<file path="src/rtl/serial_rx_pkg.sv">
// Shared types and helpers for the serial frame receiver: FSM states,
// counter width helper and parity-mode constants.
package serial_rx_pkg;

    typedef enum logic [1:0] {
        IDLE   = 2'd0,
        SHIFT  = 2'd1,
        PARITY = 2'd2
    } state_t;

    localparam logic PAR_EVEN = 1'b0;
    localparam logic PAR_ODD  = 1'b1;

    // Bit counter width; never narrower than one bit.
    function automatic int cnt_w(input int n);
        return (n <= 2) ? 1 : $clog2(n);
    endfunction

endpackage

</file>
<file path="src/rtl/serial_shift_reg.sv">
// Serial-in/parallel-out shift register, LSB-first or MSB-first.
// The first bit shifted in ends up in pout[0] (LSB-first) or pout[DATA_W-1].
module serial_shift_reg #(
    parameter int DATA_W    = 8,
    parameter bit MSB_FIRST = 1'b0
) (
    input  logic              clk,
    input  logic              rst,
    input  logic              en,
    input  logic              serial_in,
    output logic [DATA_W-1:0] pout
);

    logic [DATA_W-1:0] r_sreg;
    logic [DATA_W-1:0] w_sreg_next;

    generate
        if (MSB_FIRST) begin : g_msb
            assign w_sreg_next = {r_sreg[DATA_W-2:0], serial_in};
        end else begin : g_lsb
            assign w_sreg_next = {serial_in, r_sreg[DATA_W-1:1]};
        end
    endgenerate

    always_ff @(posedge clk) begin
        if (!rst) begin
            r_sreg <= '0;
        end else if (en) begin
            r_sreg <= w_sreg_next;
        end
    end

    assign pout = r_sreg;

endmodule

</file>
<file path="src/rtl/serial_frame_receiver.sv">
// Serial frame receiver: captures a DATA_W-bit frame after a start strobe,
// optional parity, and presents the word through a valid/ready output register.
module serial_frame_receiver
    import serial_rx_pkg::*;
#(
    parameter int DATA_W     = 8,
    parameter bit MSB_FIRST  = 1'b0,
    parameter bit PARITY_EN  = 1'b0,
    parameter bit PARITY_ODD = 1'b0
) (
    input  logic              clk,
    input  logic              rst,
    input  logic              serial_in,
    input  logic              start,
    input  logic              data_ready,
    output logic [DATA_W-1:0] data_out,
    output logic              data_valid,
    output logic              parity_err,
    output logic              overrun,
    output logic              frame_abort,
    output logic              busy,
    output logic              wake_transmitter
);

    localparam int               CNT_W    = cnt_w(DATA_W);
    localparam logic [CNT_W-1:0] CNT_LAST = CNT_W'(DATA_W - 1);
    localparam logic             PAR_MODE = PARITY_ODD ? PAR_ODD : PAR_EVEN;

    state_t            r_state, w_state_next;
    logic [CNT_W-1:0]  r_cnt, w_cnt_next;
    logic [DATA_W-1:0] w_sreg;
    logic [DATA_W-1:0] w_word_next;
    logic [DATA_W-1:0] w_commit_word;
    logic [DATA_W-1:0] r_data;
    logic              r_valid, r_perr, r_ovr, r_abort;
    logic              w_restart, w_last_bit, w_commit, w_shift_en, w_perr_calc;

    assign w_last_bit = (r_state == SHIFT) && (r_cnt == CNT_LAST);
    assign w_restart  = start && (r_state != IDLE);
    assign w_shift_en = (r_state == SHIFT) && !start;

    serial_shift_reg #(
        .DATA_W    (DATA_W),
        .MSB_FIRST (MSB_FIRST)
    ) u_sreg (
        .clk       (clk),
        .rst       (rst),
        .en        (w_shift_en),
        .serial_in (serial_in),
        .pout      (w_sreg)
    );

    // Word including the bit being sampled now, so a no-parity frame commits
    // on its last bit cycle without waiting for the shift register to settle.
    generate
        if (MSB_FIRST) begin : g_word_msb
            assign w_word_next = {w_sreg[DATA_W-2:0], serial_in};
        end else begin : g_word_lsb
            assign w_word_next = {serial_in, w_sreg[DATA_W-1:1]};
        end
    endgenerate

    always_ff @(posedge clk) begin
        if (!rst) begin
            r_state <= IDLE;
            r_cnt   <= '0;
        end else begin
            r_state <= w_state_next;
            r_cnt   <= w_cnt_next;
        end
    end

    always_comb begin
        w_state_next  = r_state;
        w_cnt_next    = r_cnt;
        w_commit      = 1'b0;
        w_commit_word = w_word_next;
        w_perr_calc   = 1'b0;
        case (r_state)
            IDLE: begin
                if (start) begin
                    w_state_next = SHIFT;
                    w_cnt_next   = '0;
                end
            end
            SHIFT: begin
                w_cnt_next = r_cnt + 1'b1;
                if (w_last_bit) begin
                    w_cnt_next = '0;
                    if (PARITY_EN) begin
                        w_state_next = PARITY;
                    end else begin
                        w_state_next = IDLE;
                        w_commit     = 1'b1;
                    end
                end
            end
            PARITY: begin
                w_state_next  = IDLE;
                w_commit      = 1'b1;
                w_commit_word = w_sreg;
                w_perr_calc   = ((^w_sreg) ^ serial_in) != PAR_MODE;
            end
            default: begin
                w_state_next = IDLE;
                w_cnt_next   = '0;
            end
        endcase
        // A restart discards the partial frame, even on its final cycle.
        if (w_restart) begin
            w_state_next = SHIFT;
            w_cnt_next   = '0;
            w_commit     = 1'b0;
        end
    end

    always_ff @(posedge clk) begin
        if (!rst) begin
            r_data  <= '0;
            r_valid <= 1'b0;
            r_perr  <= 1'b0;
            r_ovr   <= 1'b0;
            r_abort <= 1'b0;
        end else begin
            r_abort <= w_restart;
            if (w_commit) begin
                if (!r_valid || data_ready) begin
                    r_data  <= w_commit_word;
                    r_perr  <= w_perr_calc;
                    r_valid <= 1'b1;
                end else begin
                    r_ovr <= 1'b1;
                end
            end else if (r_valid && data_ready) begin
                r_valid <= 1'b0;
            end
        end
    end

    assign data_out         = r_data;
    assign data_valid       = r_valid;
    assign parity_err       = r_perr;
    assign overrun          = r_ovr;
    assign frame_abort      = r_abort;
    assign busy             = (r_state != IDLE);
    assign wake_transmitter = w_last_bit;

endmodule
</file>
<file path="config.mk">
export PLATFORM = sky130hd
export DESIGN_NAME = serial_frame_receiver
export DESIGN_NICKNAME = d
export VERILOG_FILES = /design/src/rtl/serial_rx_pkg.sv /design/src/rtl/serial_shift_reg.sv /design/src/rtl/serial_frame_receiver.sv
export SDC_FILE = /design/constraint.sdc
export NUM_CORES = 1
export LEC_CHECK = 0
export BUFFER_PORTS_ARGS = -buffer_cell sky130_fd_sc_hd__buf_2
export CAP_MARGIN = 40
export CORE_MARGIN = 5
export CORE_UTILIZATION = 51
export DETAILED_ROUTE_END_ITERATION = 8
export PLACE_DENSITY = 0.83
export SLEW_MARGIN = 20
export SYNTH_ARGS = -nofsm -noshare
export SYNTH_HDL_FRONTEND = slang
export SYNTH_SLANG_ARGS = --single-unit
</file>
<file path="constraint.sdc">
create_clock -name clk -period 1.8 [get_ports clk]
set_input_delay 0.18 -clock clk [delete_from_list [all_inputs] [get_ports clk]]
set_output_delay 0.18 -clock clk [all_outputs]
set_load 0.05 [all_outputs]
</file>
==> key figures <==
Detailed routing
  – DRC: 0
  – Vias per cell: 4.669
  – Antenna Nets Post-Route: 0
  – DRT iter0 DRCs: 3
  – WL/cell: 10.55 um
  – Routed wire length: 1.372 mm
  – 1st-pass router iterations: 3
  – Vias: 607

Yosys
  – Syn Inst Count: 90
  – Syn Std Cell Area: 899.6 um^2
  – Synth Flop Type: dfxtp_1
  – Number of synthesized flops with an enable pin: 0
  – Area share of the largest cell type after synthesis: 0.4896
  – Yosys synthesis warning count: 0
  – Most area-hungry cell type in the Yosys netlist: dfxtp_1
  – Synth Area per Inst: 9.996 um^2
  – Syn nets: 97
  – Count leader, synth: dfxtp_1
  – Most frequent cells after synthesis: dfxtp_1 (22), mux2i_1 (16), nand2_1 (16)
  – Yosys reg bits: 22
  – Library cells used by synthesis: 19
  – Sequential area share after synthesis: 0.4896
  – Synth async-reset ratio: 0
  – Synth top area cells: dfxtp_1 (49%), mux2i_1 (18%), nand2_1 (6.7%)

Global route
  – Largest net degree at the start of global routing: 29
  – Initial antenna violation count: 0
  – Total gr overflow: 0
  – Gr usage total: 0.1203
  – First-pass GRT wire length: 2.401 mm
  – Vias in the first global route: 575

Final layout
  – Flip-flop and latch area: 440.4 um^2
  – Layout Utilization: 0.5868
  – Design Area, Final: 1002 um^2
  – Fillers: 168
  – Diode count: 0
  – Area delta synth->final: 11.40%
  – Multi-input logic area: 415.4 um^2
  – Share of cells above drive strength 1: 0.2095
  – Nets: 114

Clocking
  – Root buf cell: clkbuf_4
  – CTS clock-pin slew for the worst setup and hold paths: 0.11 ns
  – TritonCTS clock tree: yes
  – Post-CTS Setup Bufs: 0
  – Longest Clk Path Bufs: 2
  – Skew-Pair Late Insertion Delay: 0.29 ns
  – Hold bufs inserted after CTS: 0
  – Post-cts resize count: 0
  – # H-tree levels: 1
  – Clock sink total: 22
  – Total CTS buffers: 3

Setup path
  – Crit Path Max Fanout: 4
  – Worst setup EP type: primary output
  – Worst path arrival time: 1.46 ns
  – CP Class: flop to primary output
  – Critical Path RT: 1.62 ns
  – Critical Path Source Type: flop

Placement
  – DP Area: 979.7 um^2
  – Placer congestion estimate: 0.7960
  – DP Wirelength: 1.028 mm
  – IO buf count: 17

Timing
  – Fin. max-slew vios: 0
  – Fin crit period: 1.640 ns
  – Final clock skew: 0.006497 ns
  – Final Hold Fails: 0
  – RSZ-0062 raised after global routing: no
  – Setup_tns: 0 ns
  – Fmax achieved: 609.9 MHz
  – Endpoints failing setup: 0
  – Final Cycle Share: 0.9109
  – Hold WS: 0.1413 ns

Hold path
  – Worst Hold Class: input port to flop

Run
  – Max-Cap Viols: 0

Pwr
  – Pleak: 0.0004219 uW
  – Power Density: 755.9 nW/um^2
  – Peak supply drop: 0.0004315 V
  – Total Power: 757.5 uW

Run status
  – Status: finished, final reports clean

Floorplan
  – Core area: 1708 um^2
  – Vert. Die Dim: 52 um
  – Initial Util: 0.5267
  – Die W: 52 um
  – I/O pins: 19
  – Rows: 15
  – Die area: 2704 um^2
[metrics by stage]
stage	setup WS [ns]	cells
3_5_place_dp	0.3696	127
6_report	0.1604	130
5_1_grt	0.06877	130
2_1_floorplan	0.3783	90
3_3_place_gp	0.4508	127
4_1_cts	0.1336	130
[final timing paths]
check	from	endpoint	slack, ns	cells past startpoint
worst min-delay path	serial_in	data_out[7]	0.14	3
worst max register to register	r_cnt[0]	data_out[4]	0.36	6
worst max-delay path	r_cnt[0]	wake_transmitter	0.16	4
worst min register to register	data_out[3]	data_out[3]	0.46	2
[power breakdown]
part	internal [uW]	switching [uW]	leakage (uW)
clock network	77.9	131	0.0000138
registers	491	5.71	0.000178
logic	18.6	32.6	0.000230
total	588	170	0.000422
[cell type report]
class,count,share of cell area
sequential,22,0.4395
clock buffer,3,0.02247
tap,25,0.03121
timing repair buffer,18,0.09238
multi-input combinational,62,0.4145
[state kept, by name, summed over array words and instances (netlist names)]
register     flops
u_sreg.pout      7
r_cnt            3
r_state          1
data_out         8
data_valid       1
overrun          1
frame_abort      1
[cell families (layout without fill, tap and decap cells)]
| family | after synthesis | in the layout | share of synthesized area |
|---|---|---|---|
| AOI/OAI and AO/OA | 5 | 5 | 0.03616 |
| DFF | 22 | 22 | 0.4896 |
| other | 1 | 1 | 0.004168 |
| buffers and inverters | 6 | 21 | 0.04868 |
| adders and majority gates | 2 | 2 | 0.02781 |
| muxes | 16 | 16 | 0.1780 |
| and+or+nand+nor | 38 | 38 | 0.2156 |
[critical path, stage by stage, from the launching register on]
cell     delay (ns)
dfxtp_1        0.39
ha_1           0.17
ha_1           0.21
and2_1         0.14
buf_2          0.26
[placed cells by master, fill, tap and decap left out]
cell / n
nand2_1: 16
and2_1: 1
and3_1: 1
buf_2: 17
buf_4: 1
mux2i_1: 16
a21oi_1: 2
ha_1: 2
a21boi_0: 1
clkbuf_4: 3
nand2b_1: 2
nand3b_2: 1
o21a_1: 2
dfxtp_1: 22
nor2b_1: 9
nor2_1: 5
and2b_1: 3
conb_1: 1
[routing by layer]
metal | GRT usage | share of wire | up-vias
met5 | 0 | 0 | -
met4 | 0.07860 | 0.010 | 0
met3 | 0.03725 | 0.033 | 2
met2 | 0.1946 | 0.49 | 8
met1 | 0.1345 | 0.46 | 278
li1 | - | - | 319
(Power assumes the default switching activity.)
